[config.mk]
export PLATFORM = sky130hd
export DESIGN_NAME = block_dispatcher
export DESIGN_NICKNAME = d
export VERILOG_FILES = /design/src/rtl/gpgpu_pkg.sv /design/src/rtl/mp_select.sv /design/src/rtl/block_dispatcher.sv
export SDC_FILE = /design/constraint.sdc
export NUM_CORES = 1
export LEC_CHECK = 0
export ABC_AREA = 1
export CAP_MARGIN = 20
export CORE_UTILIZATION = 40
export DETAILED_ROUTE_END_ITERATION = 12
export GPL_TIMING_DRIVEN = 0
export PLACE_DENSITY = 0.64
export SLEW_MARGIN = 20
export SYNTH_ARGS = -nofsm -noshare
export SYNTH_HDL_FRONTEND = slang
export SYNTH_SLANG_ARGS = --single-unit
[constraint.sdc]
create_clock -name clk -period 5.4 [get_ports clk]
set_input_delay 0.81 -clock clk [delete_from_list [all_inputs] [get_ports clk]]
set_output_delay 0.81 -clock clk [all_outputs]
set_load 0.01 [all_outputs]
[src/rtl/gpgpu_pkg.sv]
// Shared GPGPU definitions: dispatcher state encoding, arbitration modes
// and the MP-id width helper.
package gpgpu_pkg;

  typedef enum logic [1:0] {
    IDLE = 2'd0,
    RUN  = 2'd1,
    DONE = 2'd2
  } dispatch_state_e;

  localparam int ARB_RR = 0;
  localparam int ARB_LL = 1;

  // A single MP still needs a one-bit id.
  function automatic int mpid_depth(input int num_mps);
    return (num_mps > 1) ? $clog2(num_mps) : 1;
  endfunction

endpackage

[src/rtl/mp_select.sv]
// Combinational target-MP picker: round-robin from rr_ptr, or least-loaded
// with ties going to the lowest index.
module mp_select
  import gpgpu_pkg::*;
#(
  parameter  int NUM_MPS    = 8,
  parameter  int OCC_WIDTH  = 3,
  parameter  int ARB_MODE   = ARB_RR,
  localparam int MPID_DEPTH = mpid_depth(NUM_MPS)
) (
  input  logic [NUM_MPS-1:0]    eligible,
  input  logic [OCC_WIDTH-1:0]  occ [NUM_MPS],
  input  logic [MPID_DEPTH-1:0] rr_ptr,
  output logic [MPID_DEPTH-1:0] sel,
  output logic                  any_eligible
);

  logic [MPID_DEPTH-1:0] rr_sel;
  logic [MPID_DEPTH-1:0] ll_sel;
  logic [OCC_WIDTH-1:0]  ll_best;
  logic                  rr_found;
  logic                  ll_found;

  // Two passes give the wrap: first MPs at/after rr_ptr, then the rest.
  always_comb begin
    rr_sel   = '0;
    rr_found = 1'b0;
    for (int i = 0; i < NUM_MPS; i++) begin
      if (!rr_found && eligible[i] && (i >= int'(rr_ptr))) begin
        rr_found = 1'b1;
        rr_sel   = MPID_DEPTH'(i);
      end
    end
    for (int i = 0; i < NUM_MPS; i++) begin
      if (!rr_found && eligible[i]) begin
        rr_found = 1'b1;
        rr_sel   = MPID_DEPTH'(i);
      end
    end
  end

  // Strict less-than keeps the lowest index on equal occupancy.
  always_comb begin
    ll_sel   = '0;
    ll_best  = '0;
    ll_found = 1'b0;
    for (int i = 0; i < NUM_MPS; i++) begin
      if (eligible[i] && (!ll_found || (occ[i] < ll_best))) begin
        ll_found = 1'b1;
        ll_best  = occ[i];
        ll_sel   = MPID_DEPTH'(i);
      end
    end
  end

  assign sel          = (ARB_MODE == ARB_LL) ? ll_sel : rr_sel;
  assign any_eligible = |eligible;

endmodule

[src/rtl/block_dispatcher.sv]
// Hands thread blocks from the global scheduler to individual MPs, tracks
// per-MP residency and per-kernel progress, and signals kernel completion.
module block_dispatcher
  import gpgpu_pkg::*;
#(
  parameter  int NUM_MPS       = 8,
  parameter  int NUM_BLOCKS    = 4,
  parameter  int GRID_DIM      = 32,
  parameter  int NUM_WARPS     = 16,
  parameter  int BLK_CNT_WIDTH = 16,
  parameter  int ARB_MODE      = ARB_RR,
  localparam int MPID_DEPTH    = mpid_depth(NUM_MPS),
  localparam int OCC_WIDTH     = $clog2(NUM_BLOCKS + 1),
  localparam int WARPID_DEPTH  = $clog2(NUM_WARPS)
) (
  input  logic                     clk,
  input  logic                     rst,
  input  logic                     kernel_start,
  input  logic [BLK_CNT_WIDTH-1:0] kernel_num_blocks,
  input  logic                     blk_valid,
  output logic                     blk_ready,
  input  logic [GRID_DIM-1:0]      blk_bidx,
  input  logic [WARPID_DEPTH-1:0]  blk_warps,
  input  logic [NUM_MPS-1:0]       mp_ready,
  input  logic [NUM_MPS-1:0]       mp_done,
  output logic                     start,
  output logic [MPID_DEPTH-1:0]    mpid,
  output logic [GRID_DIM-1:0]      bidx,
  output logic [WARPID_DEPTH-1:0]  warp_o,
  output logic                     kernel_done,
  output logic                     busy_o,
  output logic                     err_o
);

  dispatch_state_e            state_q, state_d;
  logic [OCC_WIDTH-1:0]       occ_q [NUM_MPS];
  logic [OCC_WIDTH-1:0]       occ_d [NUM_MPS];
  logic [BLK_CNT_WIDTH-1:0]   total_q, total_d;
  logic [BLK_CNT_WIDTH-1:0]   issued_q, issued_d;
  logic [BLK_CNT_WIDTH-1:0]   retired_q, retired_d;
  logic [BLK_CNT_WIDTH-1:0]   done_cnt;
  logic [MPID_DEPTH-1:0]      rr_ptr_q, rr_ptr_d;
  logic [MPID_DEPTH-1:0]      mpid_q, mpid_d;
  logic [GRID_DIM-1:0]        bidx_q, bidx_d;
  logic [WARPID_DEPTH-1:0]    warp_q, warp_d;
  logic                       start_q, start_d;
  logic                       err_q, err_d;
  logic [NUM_MPS-1:0]         eligible;
  logic [MPID_DEPTH-1:0]      sel;
  logic                       any_eligible;
  logic                       accept;
  logic                       occ_any;

  always_comb begin
    eligible = '0;
    occ_any  = 1'b0;
    for (int i = 0; i < NUM_MPS; i++) begin
      eligible[i] = mp_ready[i] && (occ_q[i] < OCC_WIDTH'(NUM_BLOCKS));
      occ_any     = occ_any || (occ_q[i] != '0);
    end
  end

  mp_select #(
    .NUM_MPS   (NUM_MPS),
    .OCC_WIDTH (OCC_WIDTH),
    .ARB_MODE  (ARB_MODE)
  ) u_mp_select (
    .eligible     (eligible),
    .occ          (occ_q),
    .rr_ptr       (rr_ptr_q),
    .sel          (sel),
    .any_eligible (any_eligible)
  );

  assign blk_ready = (state_q == RUN) && (issued_q < total_q) && any_eligible;
  assign accept    = blk_valid && blk_ready;

  always_comb begin
    state_d   = state_q;
    total_d   = total_q;
    issued_d  = issued_q;
    rr_ptr_d  = rr_ptr_q;
    start_d   = 1'b0;
    mpid_d    = mpid_q;
    bidx_d    = bidx_q;
    warp_d    = warp_q;
    err_d     = err_q;
    done_cnt  = '0;

    // A done on an empty MP is a protocol error and is not counted.
    for (int i = 0; i < NUM_MPS; i++) begin
      occ_d[i] = occ_q[i]
               + OCC_WIDTH'(accept && (sel == MPID_DEPTH'(i)))
               - OCC_WIDTH'(mp_done[i] && (occ_q[i] != '0));
      done_cnt = done_cnt + BLK_CNT_WIDTH'(mp_done[i] && (occ_q[i] != '0));
      if (mp_done[i] && (occ_q[i] == '0)) begin
        err_d = 1'b1;
      end
    end
    retired_d = retired_q + done_cnt;

    if (accept) begin
      start_d  = 1'b1;
      mpid_d   = sel;
      bidx_d   = blk_bidx;
      warp_d   = blk_warps;
      issued_d = issued_q + 1'b1;
      rr_ptr_d = (sel == MPID_DEPTH'(NUM_MPS - 1)) ? '0 : sel + 1'b1;
    end

    case (state_q)
      IDLE: begin
        if (kernel_start) begin
          state_d = RUN;
          total_d = kernel_num_blocks;
        end
      end
      RUN: begin
        if (retired_q == total_q) begin
          state_d = DONE;
        end
      end
      DONE: begin
        state_d   = IDLE;
        issued_d  = '0;
        retired_d = '0;
      end
      default: state_d = IDLE;
    endcase
  end

  always_ff @(posedge clk) begin
    if (rst) begin
      state_q   <= IDLE;
      total_q   <= '0;
      issued_q  <= '0;
      retired_q <= '0;
      rr_ptr_q  <= '0;
      start_q   <= 1'b0;
      mpid_q    <= '0;
      bidx_q    <= '0;
      warp_q    <= '0;
      err_q     <= 1'b0;
      for (int i = 0; i < NUM_MPS; i++) begin
        occ_q[i] <= '0;
      end
    end else begin
      state_q   <= state_d;
      total_q   <= total_d;
      issued_q  <= issued_d;
      retired_q <= retired_d;
      rr_ptr_q  <= rr_ptr_d;
      start_q   <= start_d;
      mpid_q    <= mpid_d;
      bidx_q    <= bidx_d;
      warp_q    <= warp_d;
      err_q     <= err_d;
      for (int i = 0; i < NUM_MPS; i++) begin
        occ_q[i] <= occ_d[i];
      end
    end
  end

  assign start       = start_q;
  assign mpid        = mpid_q;
  assign bidx        = bidx_q;
  assign warp_o      = warp_q;
  assign kernel_done = (state_q == DONE);
  assign busy_o      = (state_q != IDLE) || occ_any;
  assign err_o       = err_q;

endmodule
Yosys cells after proc, flatten, opt, wreduce, memory -nomap -nowiden
Cells that the tools add are included.

Flip-flop bits (word level): 118. Bits of input ports: 72. Output and inout port bits: 44. Word-level logic and storage cells: 219.

Add/subtract/negate cells: 26. Order comparisons: 16. Equal/unequal tests: 12. Mux-type cells: 43. Reduce and logical (&&, ||, !) cells: 104.

Operators by type and width (count): $logic_and 1x1->1 (57); $mux 3 (15); $logic_not 3->1 (9); $mux 1 (25); $add 3x1->3 (8); $lt 3x3->1 const B (8); $reduce_bool 3->1 (8); $sub 3x1->3 (8); $add 16x1->16 const B (1); $add 16x8->16 (1); $eq 16x16->1 (1); $lt 16x16->1 (1); $logic_not 1->1 (15); $eq 3x3->1 const B (4); $ge 3x3->1 const A (3); $add 7x1->8 (1); $logic_or 1x1->1 (8); $reduce_bool 8->1 (1); $reduce_or 8->1 (1); $add 6x1->7 (1); $add 5x1->6 (1); $eq 3x2->1 const B (2); $ge 1x3->1 const A (2); $ge 2x3->1 const A (2); 16 further kinds (18).

Logic depth before layout (Yosys ltp)
Gate-level depths: netlist (run 1).

Depth after elaboration: 59. Mapped depth: 23. Depth with buffers taken out: 22.

Modules after synthesis
Synthesis (run 1) repeated with hierarchy kept, for this count alone.

Cell total of the unflattened synthesis: 990. Area total of the unflattened synthesis: 6864.1 sq um.

Modules (own cells, without submodules): block_dispatcher (times used 1, cells an instance 924, area each 6541.3 sq um, seq. area each 2362.3 sq um); mp_select (times used 1, cells an instance 66, area each 322.8 sq um, seq. area each 0.0 sq um).

Worst setup path after synthesis (run 1)
OpenSTA, ideal clock, no wires.

Path type: in2reg. Start: input mp_done[0]. End: register retired_q[8]. Setup time: 0.073 ns. Arrival: 4.053 ns. Data required time: 5.327 ns. Path slack: 1.275 ns. Stages on the path: 15. Buffers on the path: 0. Path through: inv_1 > nor2_1 > fa_1 > inv_1 > fa_1 > fa_1 > inv_1 > fa_1 > fa_1 > nand3_1 > nand2_1 > nand2_1 > nor3_1 > or2_2 > a21oi_1.

Cells in the longest elaborated chain, start to end: 9.

Ends and longest elaborated chain: start, declared (line block_dispatcher.sv:25) `input logic [NUM_MPS-1:0] mp_done,`; $logic_and 1x1->1 (line block_dispatcher.sv:95) `done_cnt = done_cnt + BLK_CNT_WIDTH'(mp_done[i] && (occ_q[i] != '0));`; $add 1x1->2 (line block_dispatcher.sv:95); $add 2x1->3 (line block_dispatcher.sv:95); $add 3x1->4 (line block_dispatcher.sv:95); $add 4x1->5 (line block_dispatcher.sv:95); $add 5x1->6 (line block_dispatcher.sv:95); $add 6x1->7 (line block_dispatcher.sv:95); $add 7x1->8 (line block_dispatcher.sv:95); $add 16x8->16 (line block_dispatcher.sv:100) `retired_d = retired_q + done_cnt;`; end signal, assigned (line block_dispatcher.sv:151) `retired_q <= retired_d;`; end, declared (line block_dispatcher.sv:40) `logic [BLK_CNT_WIDTH-1:0] retired_q, retired_d;`.

Every way passes these cells. A chain may end at the register's enable or synchronous reset.

Final worst setup path (run 1)
Start: input mp_done[2]. End: register retired_q[12].

Cells in the longest elaborated chain, start to end: 8.

Ends and longest elaborated chain (line): $logic_and 1x1->1 (block_dispatcher.sv:95); $add 2x1->3 (block_dispatcher.sv:95); $add 3x1->4 (block_dispatcher.sv:95); $add 4x1->5 (block_dispatcher.sv:95); $add 5x1->6 (block_dispatcher.sv:95); $add 6x1->7 (block_dispatcher.sv:95); $add 7x1->8 (block_dispatcher.sv:95); $add 16x8->16 (block_dispatcher.sv:100).

Every way passes these cells.

==> results.tsv, run 1 <==
stage	metric	value	unit
status	outcome	finished, final reports clean	
grt	first-pass GRT wire length	26300	um
worst_setup_path	Critical Path Max Stage Delay	540	ps
worst_setup_path	Top delay family on crit path	adder cells	
grt	GRT Overall Usage	0.203	
sta	Fin Setup TNS	0	ps
routing	drt pass-1 iters	4	
worst_setup_path	CP arrival	4910	ps
synth	number of synthesized flops with an enable pin	0	
synth	asr flop ratio synth	0	
sta	endpoints failing setup	0	
grt	GRT overflow	0	
routing	Residual DRC	0	
worst_setup_path	Critical Path End Type	flip-flop	
floorplan	num rows	46	
routing	Post-Route WL	16300	um
cells_and_area	share of post-route cells with drive strength above 1	0.0804	
floorplan	Ports	116	
routing	Routed WL per cell	13.3	um
synth	synth unique cells	38	
worst_setup_path	number of buffers and inverters on the critical path	4	
clocking	CTS Buf Count	17	
routing	DR iter-0 viols	278	
sta	RSZ-0062 raised after global routing	false	
routing	antenna-violating nets left	0	
clocking	cts repair resizes	0	
cells_and_area	Final Non-Filler Cells	1223	
floorplan	Die ar.	16800	um2
synth	Top FF cell, synth	dfxtp_1	
synth	Post-Syn Area	6530	um2
clocking	CTS Hold Buffers Added	0	
routing	vias per inst	4.63	
sta	Tmin final	4560	ps
sta	Hold Violations, Final	0	
clocking	number of H-tree levels	4	
placement	gpl congestion	0.850	
sta	Slew @ Worst Pin	782	ps
synth	register area share after synthesis	0.362	
cells_and_area	area grow syn2layout	31.1	%
floorplan	Initial Utilization	0.411	
grt	largest net degree at the start of global routing	17	
synth	Seq cells post-synth	118	
sta	Min Hold Slack	474	ps
placement	dpl hpwl	12500	um
power_and_ir_drop	IR Drop Worst-Case VDD	0.225	mV
clocking	CTS tree	yes	
worst_setup_path	CP max FO	4	
cells_and_area	final core occ	0.538	
clocking	worst skew pair latency	410	ps
cells_and_area	antenna cells	0	
placement	dpl cells	1191	
power_and_ir_drop	PD cells	413	nW/um2
worst_setup_path	CP dominant cell by count	fa_1	
synth	Synthesized Nets	989	
grt	vias in the first global route	5334	
placement	number of port buffers	113	
synth	Syn Area/Cell	7.57	um2
worst_setup_path	crit-path cells	clkdlybuf4s50_1, inv_1, a21oi_1, fa_1, inv_1, fa_1, fa_1, inv_1, fa_1, fa_1, nand3_1, nand2_1, nand2_1, nor3_1, nand2_1, nor2_1, a21oi_1, o21a_1	
sta	Max Fclk	219	MHz
hold_path	Hold Crit Class	flip-flop to flip-flop	
synth	cells after synthesis	862	
sta	PnR worst setup slack	844	ps
sta	max_slew headroom	0.479	
sta	period utilization	0.844	
routing	max layer used	met4	
clocking	postcts setup bufs	0	
power_and_ir_drop	leakage	3.66	nW
clocking	Reg clk slew, reported paths	50	ps
routing	met1 wire length	7610	um
floorplan	Core Area	15900	um2
floorplan	Die Wd	130	um
clocking	CTS root buffer	clkbuf_16	
grt	initial antenna violation count	0	
worst_setup_path	Setup CP Type	input port to flip-flop	
routing	Vias	5659	
worst_setup_path	Slowest-stage cell, CP	fa_1	
floorplan	Die Height	130	um
clocking	CTS max path bufs	2	
worst_setup_path	WP data required	5760	ps
clocking	Sink Count	118	
run	max-cap violation count	0	
routing	WL met2	7910	um
routing	met3 wire length	679	um
worst_setup_path	crit start category	input port	
placement	worst slack at placement	396	ps
sta	worst clock skew	9.69	ps
sta	final slew viol count	0	
cells_and_area	Final #Nets	1121	
synth	Yosys warnings	0	
-- cell type report --
type                            instances  area, um2
Clock inverter                          9        148
Multi-Input combinational cell        588       3520
Buffer                                 27        163
Fill cell                            1603       7330
Sequential cell                       118       2360
Clock buffer                           23        478
Inverter                              129        484
Tap cell                              216        270
Timing Repair Buffer                  113       1130
-- flip-flops by register name, indices dropped and copies added, names as in the netlist --
| register | cells |
|---|---|
| warp_o | 4 |
| state_q | 2 |
| bidx | 32 |
| total_q | 16 |
| rr_ptr_q | 3 |
| issued_q | 16 |
| start | 1 |
| err_o | 1 |
| occ_q | 24 |
| mpid | 3 |
| retired_q | 16 |
-- cell usage after synthesis (2+ instances only) --
master      n  area share
nor2_1    138       0.079
inv_1     120       0.069
dfxtp_1   118        0.36
nand2_1   109       0.063
a21oi_1    55       0.042
nand3_1    47       0.036
ha_1       42       0.081
o21bai_1   39       0.045
o21ai_0    30       0.023
nor3_1     20       0.015
xnor2_1    20       0.027
xor2_1     20       0.027
clkbuf_1   13      0.0075
fa_1       13       0.040
nand2_2    11       0.011
nand4_1    10      0.0096
a21oi_2     8       0.011
inv_2       8      0.0046
buf_6       6       0.010
nor2_2      5      0.0048
buf_2       4      0.0031
buf_1       3      0.0017
nor2_4      3      0.0052
or2_2       3      0.0029
nor4_1      2      0.0019
o21a_1      2      0.0023
o21ai_1     2      0.0015
-- cells by family after synthesis --
| logic type | count (synthesis) | share of synthesized area |
|---|---|---|
| adder cells (fa/ha/maj) | 55 | 0.120 |
| flip-flops | 118 | 0.362 |
| XOR/XNOR | 40 | 0.0537 |
| AND/OR/NAND/NOR | 353 | 0.235 |
| AO/OA/AOI/OAI | 140 | 0.129 |
| buffers and inverters | 156 | 0.0991 |
-- per-stage QoR --
step | cell area, um2 | total power, mW
floorplan | 6530 | 2.01
global placement | 7930 | 2.32
detailed placement | 7930 | 2.35
CTS | 8550 | 3.57
global route | 8550 | 3.82
finish | 8550 | 3.54
-- final timing paths --
path | to | startpoint | slack (ps) | cells past startpoint
max | retired_q[12] | mp_done[2] | 840 | 18
min | mpid[0] | mpid[0] | 470 | 2
max reg2reg | retired_q[12] | occ_q[23] | 1090 | 17
min reg2reg | mpid[0] | mpid[0] | 470 | 2
-- where the power goes --
| group | internal, mW | switching [mW] | total (mW) |
|---|---|---|---|
| clock network | 0.806 | 0.392 | 1.20 |
| registers | 1.01 | 0.105 | 1.12 |
| logic | 0.527 | 0.695 | 1.22 |
| total | 2.34 | 1.19 | 3.54 |
-- metal layers --
layer | vias to the layer above | GRT usage
li1 | 3014 | -
met1 | 2534 | 0.262
met2 | 99 | 0.341
met3 | 12 | 0.0426
met4 | 0 | 0.0588
met5 | - | 0
-- worst register-to-register path, cell delays in order, from the launching register on --
cell,delay (ps)
dfxtp_1,350
nor3_1,340
nor2_1,170
fa_1,520
inv_1,60
fa_1,520
fa_1,540
inv_1,50
fa_1,470
fa_1,420
nand3_1,110
nand2_1,100
nand2_1,100
nor3_1,70
nand2_1,100
nor2_1,80
a21oi_1,130
o21a_1,130
-- cell usage in the layout, fill, tap and decap left out, types with 6 or more instances in the layout --
master and instances:
xor2_1 20, inv_2 8, fa_1 13, nor3_1 20
buf_6 6, nand2_1 109, ha_1 42, clkbuf_16 17
nor2_1 138, inv_1 120, nand2_2 11, clkbuf_1 16
clkdlybuf4s50_1 113, dfxtp_1 118, nand3_1 47, o21bai_1 39
a21oi_2 8, nand4_1 10, xnor2_1 20, a21oi_1 55
o21ai_0 30
Note: power is estimated with default switching activity, not from simulation.
==> inputs of run 2 (changes only) <==
PLACE_DENSITY = 0.67   (was 0.64)
clock period = 3.8 ns   (was 5.4 ns; I/O delays follow)
==> results.tsv, run 2 (same netlist as run 1, synthesis figures left out) <==
stage	metric	value	unit	change
clocking	CTS max path bufs	2		unchanged
worst_setup_path	Slowest-stage cell, CP	fa_1		
clocking	Sink Count	118		unchanged
sta	RSZ-0062 raised after global routing	true		
routing	drt pass-1 iters	6		+2
power_and_ir_drop	Comb power frac	0.370		+0.024
power_and_ir_drop	power share of the clock group	0.317		-0.022
routing	Residual DRC	0		unchanged
floorplan	Ports	116		unchanged
floorplan	Die Wd	130	um	unchanged
grt	initial antenna violation count	0		unchanged
cells_and_area	Final Non-Filler Cells	1231		+0.65%
placement	number of port buffers	113		unchanged
power_and_ir_drop	internal power	3.38	mW	+44%
cells_and_area	Largest register FFs	32		unchanged
power_and_ir_drop	Seq pwr share	0.312		-0.004
grt	vias in the first global route	5524		+3.6%
power_and_ir_drop	PD cells	591	nW/um2	+43%
sta	Max Fclk	269	MHz	
worst_setup_path	crit-path cells	nor3_4, nor2_2, fa_1, inv_1, fa_1, fa_1, inv_1, fa_2, fa_2, nand3_2, nand2_2, nand2_2, nor3_2, or2_2, a21oi_1		
worst_setup_path	CP arrival	4050	ps	-860 ps
cells_and_area	Fill cells	1545		-3.6%
power_and_ir_drop	leakage	3.72	nW	+1.8%
floorplan	Die ar.	16800	um2	unchanged
floorplan	num rows	46		unchanged
worst_setup_path	Critical Path End Type	flip-flop		
clocking	worst skew pair latency	410	ps	about the same
hold_path	Hold Crit Class	flip-flop to flip-flop		
sta	worst clock skew	10.4	ps	+0.694 ps
routing	Routed WL per cell	13.4	um	+0.23%
worst_setup_path	CP max FO	3		-1
routing	Vias	5861		+3.6%
power_and_ir_drop	Switching Share	0.343		+0.00564
sta	final slew viol count	0		unchanged
power_and_ir_drop	IR Drop Worst-Case VDD	0.326	mV	+45%
cells_and_area	most frequent cells in the layout	nor2_1, inv_1, dfxtp_1		
sta	Hold Violations, Final	0		unchanged
placement	dpl hpwl	12400	um	-0.84%
cells_and_area	antenna cells	0		unchanged
cells_and_area	Seq. cell area	2370	um2	+0.16%
worst_setup_path	number of buffers and inverters on the critical path	2		-2
sta	Slew @ Worst Pin	715	ps	-66.7 ps
placement	gpl congestion	0.857		+0.87%
clocking	Reg clk slew, reported paths	60	ps	about the same
placement	dpl cells	1191		unchanged
clocking	number of H-tree levels	4		unchanged
grt	first-pass GRT wire length	26700	um	+1.7%
sta	Min Hold Slack	466	ps	-7.96 ps
cells_and_area	final core occ	0.547		+0.00843
worst_setup_path	worst setup path start	occ_q[21]		
power_and_ir_drop	total power draw	5.14	mW	+45%
clocking	CTS tree	yes		
power_and_ir_drop	Psw	1.76	mW	+48%
sta	max_slew headroom	0.523		+0.0445
sta	period utilization	0.977		
floorplan	Core Area	15900	um2	unchanged
worst_setup_path	Top delay family on crit path	adder cells		
routing	DR iter-0 viols	263		-5.4%
worst_setup_path	Critical Path Max Stage Delay	530	ps	about the same
cells_and_area	multi-input combinational cell area	3610	um2	+2.6%
status	outcome	finished, final reports clean		
cells_and_area	area grow syn2layout	33.1	%	
worst_setup_path	WP data required	4140	ps	-1620 ps
clocking	CTS Hold Buffers Added	0		unchanged
grt	GRT overflow	0		unchanged
routing	antenna-violating nets left	0		unchanged
cells_and_area	Final #Nets	1129		+0.71%
hold_path	Hold Crit Start	mpid[0]		
worst_setup_path	crit start category	flip-flop		
sta	Tmin final	3710	ps	
worst_setup_path	FF-to-FF Start	occ_q[21]		
grt	largest net degree at the start of global routing	17		unchanged
clocking	CTS Buf Count	17		unchanged
routing	Post-Route WL	16500	um	+0.88%
cells_and_area	share of post-route cells with drive strength above 1	0.110		+0.0299
sta	endpoints failing setup	0		unchanged
routing	vias per inst	4.76		+2.9%
grt	GRT Overall Usage	0.206		+0.00290
clocking	CTS root buffer	clkbuf_16		
worst_setup_path	Setup CP Type	flip-flop to flip-flop		
floorplan	Initial Utilization	0.411		unchanged
worst_setup_path	CP dominant cell by count	fa_1		
cells_and_area	most common cell after layout, fill and taps aside	nor2_1		
floorplan	Die Height	130	um	unchanged
run	max-cap violation count	0		unchanged
run 2: path summary, 6_finish.rpt:
check	endpoint	slack, ps	cells after the start
worst max-delay path	retired_q[8]	90	15
worst min-delay path	mpid[0]	470	2
worst max register to register	retired_q[8]	90	15
worst min register to register	mpid[0]	470	2
run 2: per-layer routing:
layer  wire, um  vias up  GRT usage
li1           -     3042          -
met1       7440     2676      0.254
met2       8050      118      0.351
met3        611       25     0.0439
met4        372        0     0.0807
met5          0        -          0
run 2: timing repair:
action                                  in CTS  in global routing
gates cloned                                 0                  0
gates resized for setup                     11                 17
endpoints found under the setup margin       9                  8
buffers inserted                             4                  4
pin swaps                                    8                  9
run 2: stage by stage:
step,area (um2),worst slack (ps),setup TNS [ps]
floorplan,6540,28.8,0
CTS,8600,22.8,0
global route,8690,-93.9,-433
detailed placement,7940,-805,-6820
global placement,7940,-783,-6840
finish,8690,87.6,0
run 2: cell type report:
class | instances | share of cell area
Multi-Input combinational cell | 588 | 0.416
Sequential cell | 118 | 0.272
Timing Repair Buffer | 121 | 0.137
Clock buffer | 24 | 0.0589
Inverter | 129 | 0.0557
Tap cell | 216 | 0.0311
Buffer | 27 | 0.0187
Clock inverter | 8 | 0.0108
run 2: power groups by stage:
stage                     clock network (mW)  registers [mW]  logic, mW
after floorplan                            0            1.60       1.27
after global placement                     0            1.61       1.71
after detailed placement                   0            1.61       1.75
after CTS                               1.66            1.60       1.85
after global routing                    1.72            1.63       2.20
final                                   1.63            1.60       1.90
run 2: worst register-to-register path, stage by stage, from the launching register on:
cell and delay [ps]:
dfxtp_2 330, nor3_4 240, nor2_2 80, fa_1 490, inv_1 50, fa_1 460, fa_1 540, inv_1 60
fa_2 350, fa_2 360, nand3_2 90, nand2_2 80, nand2_2 80, nor3_2 50, or2_2 280, a21oi_1 120
==> inputs of run 3 (changes only) <==
GPL_TIMING_DRIVEN = unset   (was 0)
SLEW_MARGIN = 40   (was 20)
==> results.tsv, run 3 (same netlist as run 1, synthesis figures left out) <==
stage	metric	value	unit	change
status	outcome	finished, final reports clean		
grt	initial antenna violation count	0		unchanged
run	max-cap violation count	0		unchanged
floorplan	num rows	46		unchanged
sta	Max Fclk	273	MHz	+1.4%
clocking	CTS tree	yes		
grt	vias in the first global route	5259		-4.8%
cells_and_area	design area	8630	um2	-0.62%
floorplan	Die Wd	130	um	unchanged
worst_setup_path	CP max FO	4		+1
floorplan	Die Height	130	um	unchanged
cells_and_area	area grow syn2layout	32.3	%	
cells_and_area	final core occ	0.543		-0.00339
clocking	Reg clk slew, reported paths	50	ps	about the same
routing	DR iter-0 viols	351		+33%
worst_setup_path	Top delay family on crit path	adder cells		
clocking	worst skew pair latency	410	ps	about the same
sta	RSZ-0062 raised after global routing	true		
routing	drt pass-1 iters	5		-1
cells_and_area	antenna cells	0		unchanged
sta	worst clock skew	5.51	ps	-4.87 ps
grt	largest net degree at the start of global routing	64		+47
cells_and_area	most common cell after layout, fill and taps aside	nor2_1		
sta	Slew @ Worst Pin	743	ps	+28.2 ps
floorplan	Ports	116		unchanged
worst_setup_path	Critical Path End Type	flip-flop		
placement	placement-stage cell area	7980	um2	+0.50%
sta	Fin Setup TNS	0	ps	unchanged
grt	GRT overflow	0		unchanged
cells_and_area	Seq. cell area	2360	um2	about the same
cells_and_area	Fill cells	1493		-3.4%
floorplan	Die ar.	16800	um2	unchanged
placement	gpl congestion	0.846		-1.2%
routing	Post-Route WL	15600	um	-5.3%
cells_and_area	Largest register FFs	32		unchanged
power_and_ir_drop	total power draw	5.01	mW	-2.4%
sta	final slew viol count	0		unchanged
sta	endpoints failing setup	0		unchanged
worst_setup_path	number of buffers and inverters on the critical path	2		unchanged
worst_setup_path	WP data required	4160	ps	+20 ps
grt	GRT Overall Usage	0.196		-0.00933
sta	Tmin final	3660	ps	-51.1 ps
placement	number of port buffers	115		+1.8%
clocking	Sink Count	118		unchanged
routing	Vias	5612		-4.2%
sta	period utilization	0.964		-0.0134
placement	dpl hpwl	11400	um	-7.8%
cells_and_area	most frequent cells in the layout	nor2_1, inv_1, dfxtp_1		
routing	antenna-violating nets left	0		unchanged
routing	vias per inst	4.58		-3.7%
placement	worst slack at placement	-742	ps	+62.4 ps
cells_and_area	multi-input combinational cell area	3580	um2	-0.87%
worst_setup_path	Critical Path Max Stage Delay	500	ps	-30 ps
clocking	CTS max path bufs	2		unchanged
power_and_ir_drop	leakage	3.73	nW	+0.31%
clocking	CTS root buffer	clkbuf_16		
routing	Routed WL per cell	12.7	um	-4.7%
sta	Min Hold Slack	474	ps	+7.94 ps
routing	Residual DRC	0		unchanged
hold_path	Hold Crit Class	flip-flop to flip-flop		
sta	PnR worst setup slack	139	ps	+51.1 ps
worst_setup_path	crit start category	flip-flop		
cells_and_area	Final Non-Filler Cells	1224		-0.57%
power_and_ir_drop	IR Drop Worst-Case VDD	0.296	mV	-9.3%
clocking	CTS Buf Count	17		unchanged
floorplan	Initial Utilization	0.411		unchanged
clocking	number of H-tree levels	4		unchanged
sta	Hold Violations, Final	0		unchanged
worst_setup_path	Slowest-stage cell, CP	fa_1		
placement	dpl cells	1191		unchanged
cells_and_area	Final #Nets	1124		-0.44%
sta	max_slew headroom	0.504		-0.0193
cells_and_area	share of post-route cells with drive strength above 1	0.111		+0.000766
power_and_ir_drop	PD cells	580	nW/um2	-1.8%
grt	first-pass GRT wire length	25600	um	-4.2%
worst_setup_path	Setup CP Type	flip-flop to flip-flop		
clocking	CTS Hold Buffers Added	0		unchanged
floorplan	Core Area	15900	um2	unchanged
worst_setup_path	CP arrival	4020	ps	-30 ps
worst_setup_path	crit-path cells	nor3_4, nor2_2, fa_1, inv_1, fa_1, fa_1, inv_1, fa_2, fa_2, nand3_2, nand2_2, nand2_2, nor3_4, nand2_2, nor2_4, a21oi_2, o21a_1		
==> run 3: cell types whose count changed in the layout (fill, tap and decap cells not counted), sizes merged <==
cell           delta
bufinv            -1
clkdlybuf4s50     +1
clkinv            -5
buf               +7
clkbuf            -9
==> run 3: layout make-up <==
cell class | instances | share of cell area
multi-input combinational | 588 | 0.414
sequential | 118 | 0.274
timing repair buffer | 143 | 0.157
clock buffer | 28 | 0.0633
inverter | 129 | 0.0561
tap | 216 | 0.0313
clock inverter | 2 | 0.00406
==> run 3: worst reg2reg max path, stage by stage (launching register included) <==
cell,delay (ps)
dfxtp_2,330
nor3_4,220
nor2_2,80
fa_1,480
inv_1,50
fa_1,450
fa_1,500
inv_1,50
fa_2,350
fa_2,380
nand3_2,80
nand2_2,70
nand2_2,110
nor3_4,50
nand2_2,90
nor2_4,50
a21oi_2,110
o21a_1,140
==> run 3: path summary, 6_finish.rpt <==
| path | startpoint | end | slack, ps | depth (start not counted) |
|---|---|---|---|---|
| setup / recovery | occ_q[21] | retired_q[12] | 140 | 17 |
| hold / removal | mpid[0] | mpid[0] | 470 | 2 |
| setup reg to reg | occ_q[21] | retired_q[12] | 140 | 17 |
| hold reg to reg | mpid[0] | mpid[0] | 470 | 2 |
==> run 3: timing repair <==
item,4_1_cts,5_1_grt
setup buffers,1,2
resized for setup,10,7
setup endpoints to repair,5,5
pin swaps,9,3
==> run 3: routing by layer <==
layer	track usage	vias to the layer above	part of all wire
met3	0.0521	17	0.035
met4	0.0568	0	0.015
li1	-	3017	-
met2	0.323	81	0.48
met1	0.253	2497	0.47
met5	0	-	0
==> run 3: report_power, final <==
| part | switching (mW) | internal, mW | leakage [nW] |
|---|---|---|---|
| clock network | 0.532 | 1.03 | 0.289 |
| logic | 0.998 | 0.864 | 2.48 |
| registers | 0.146 | 1.44 | 0.967 |
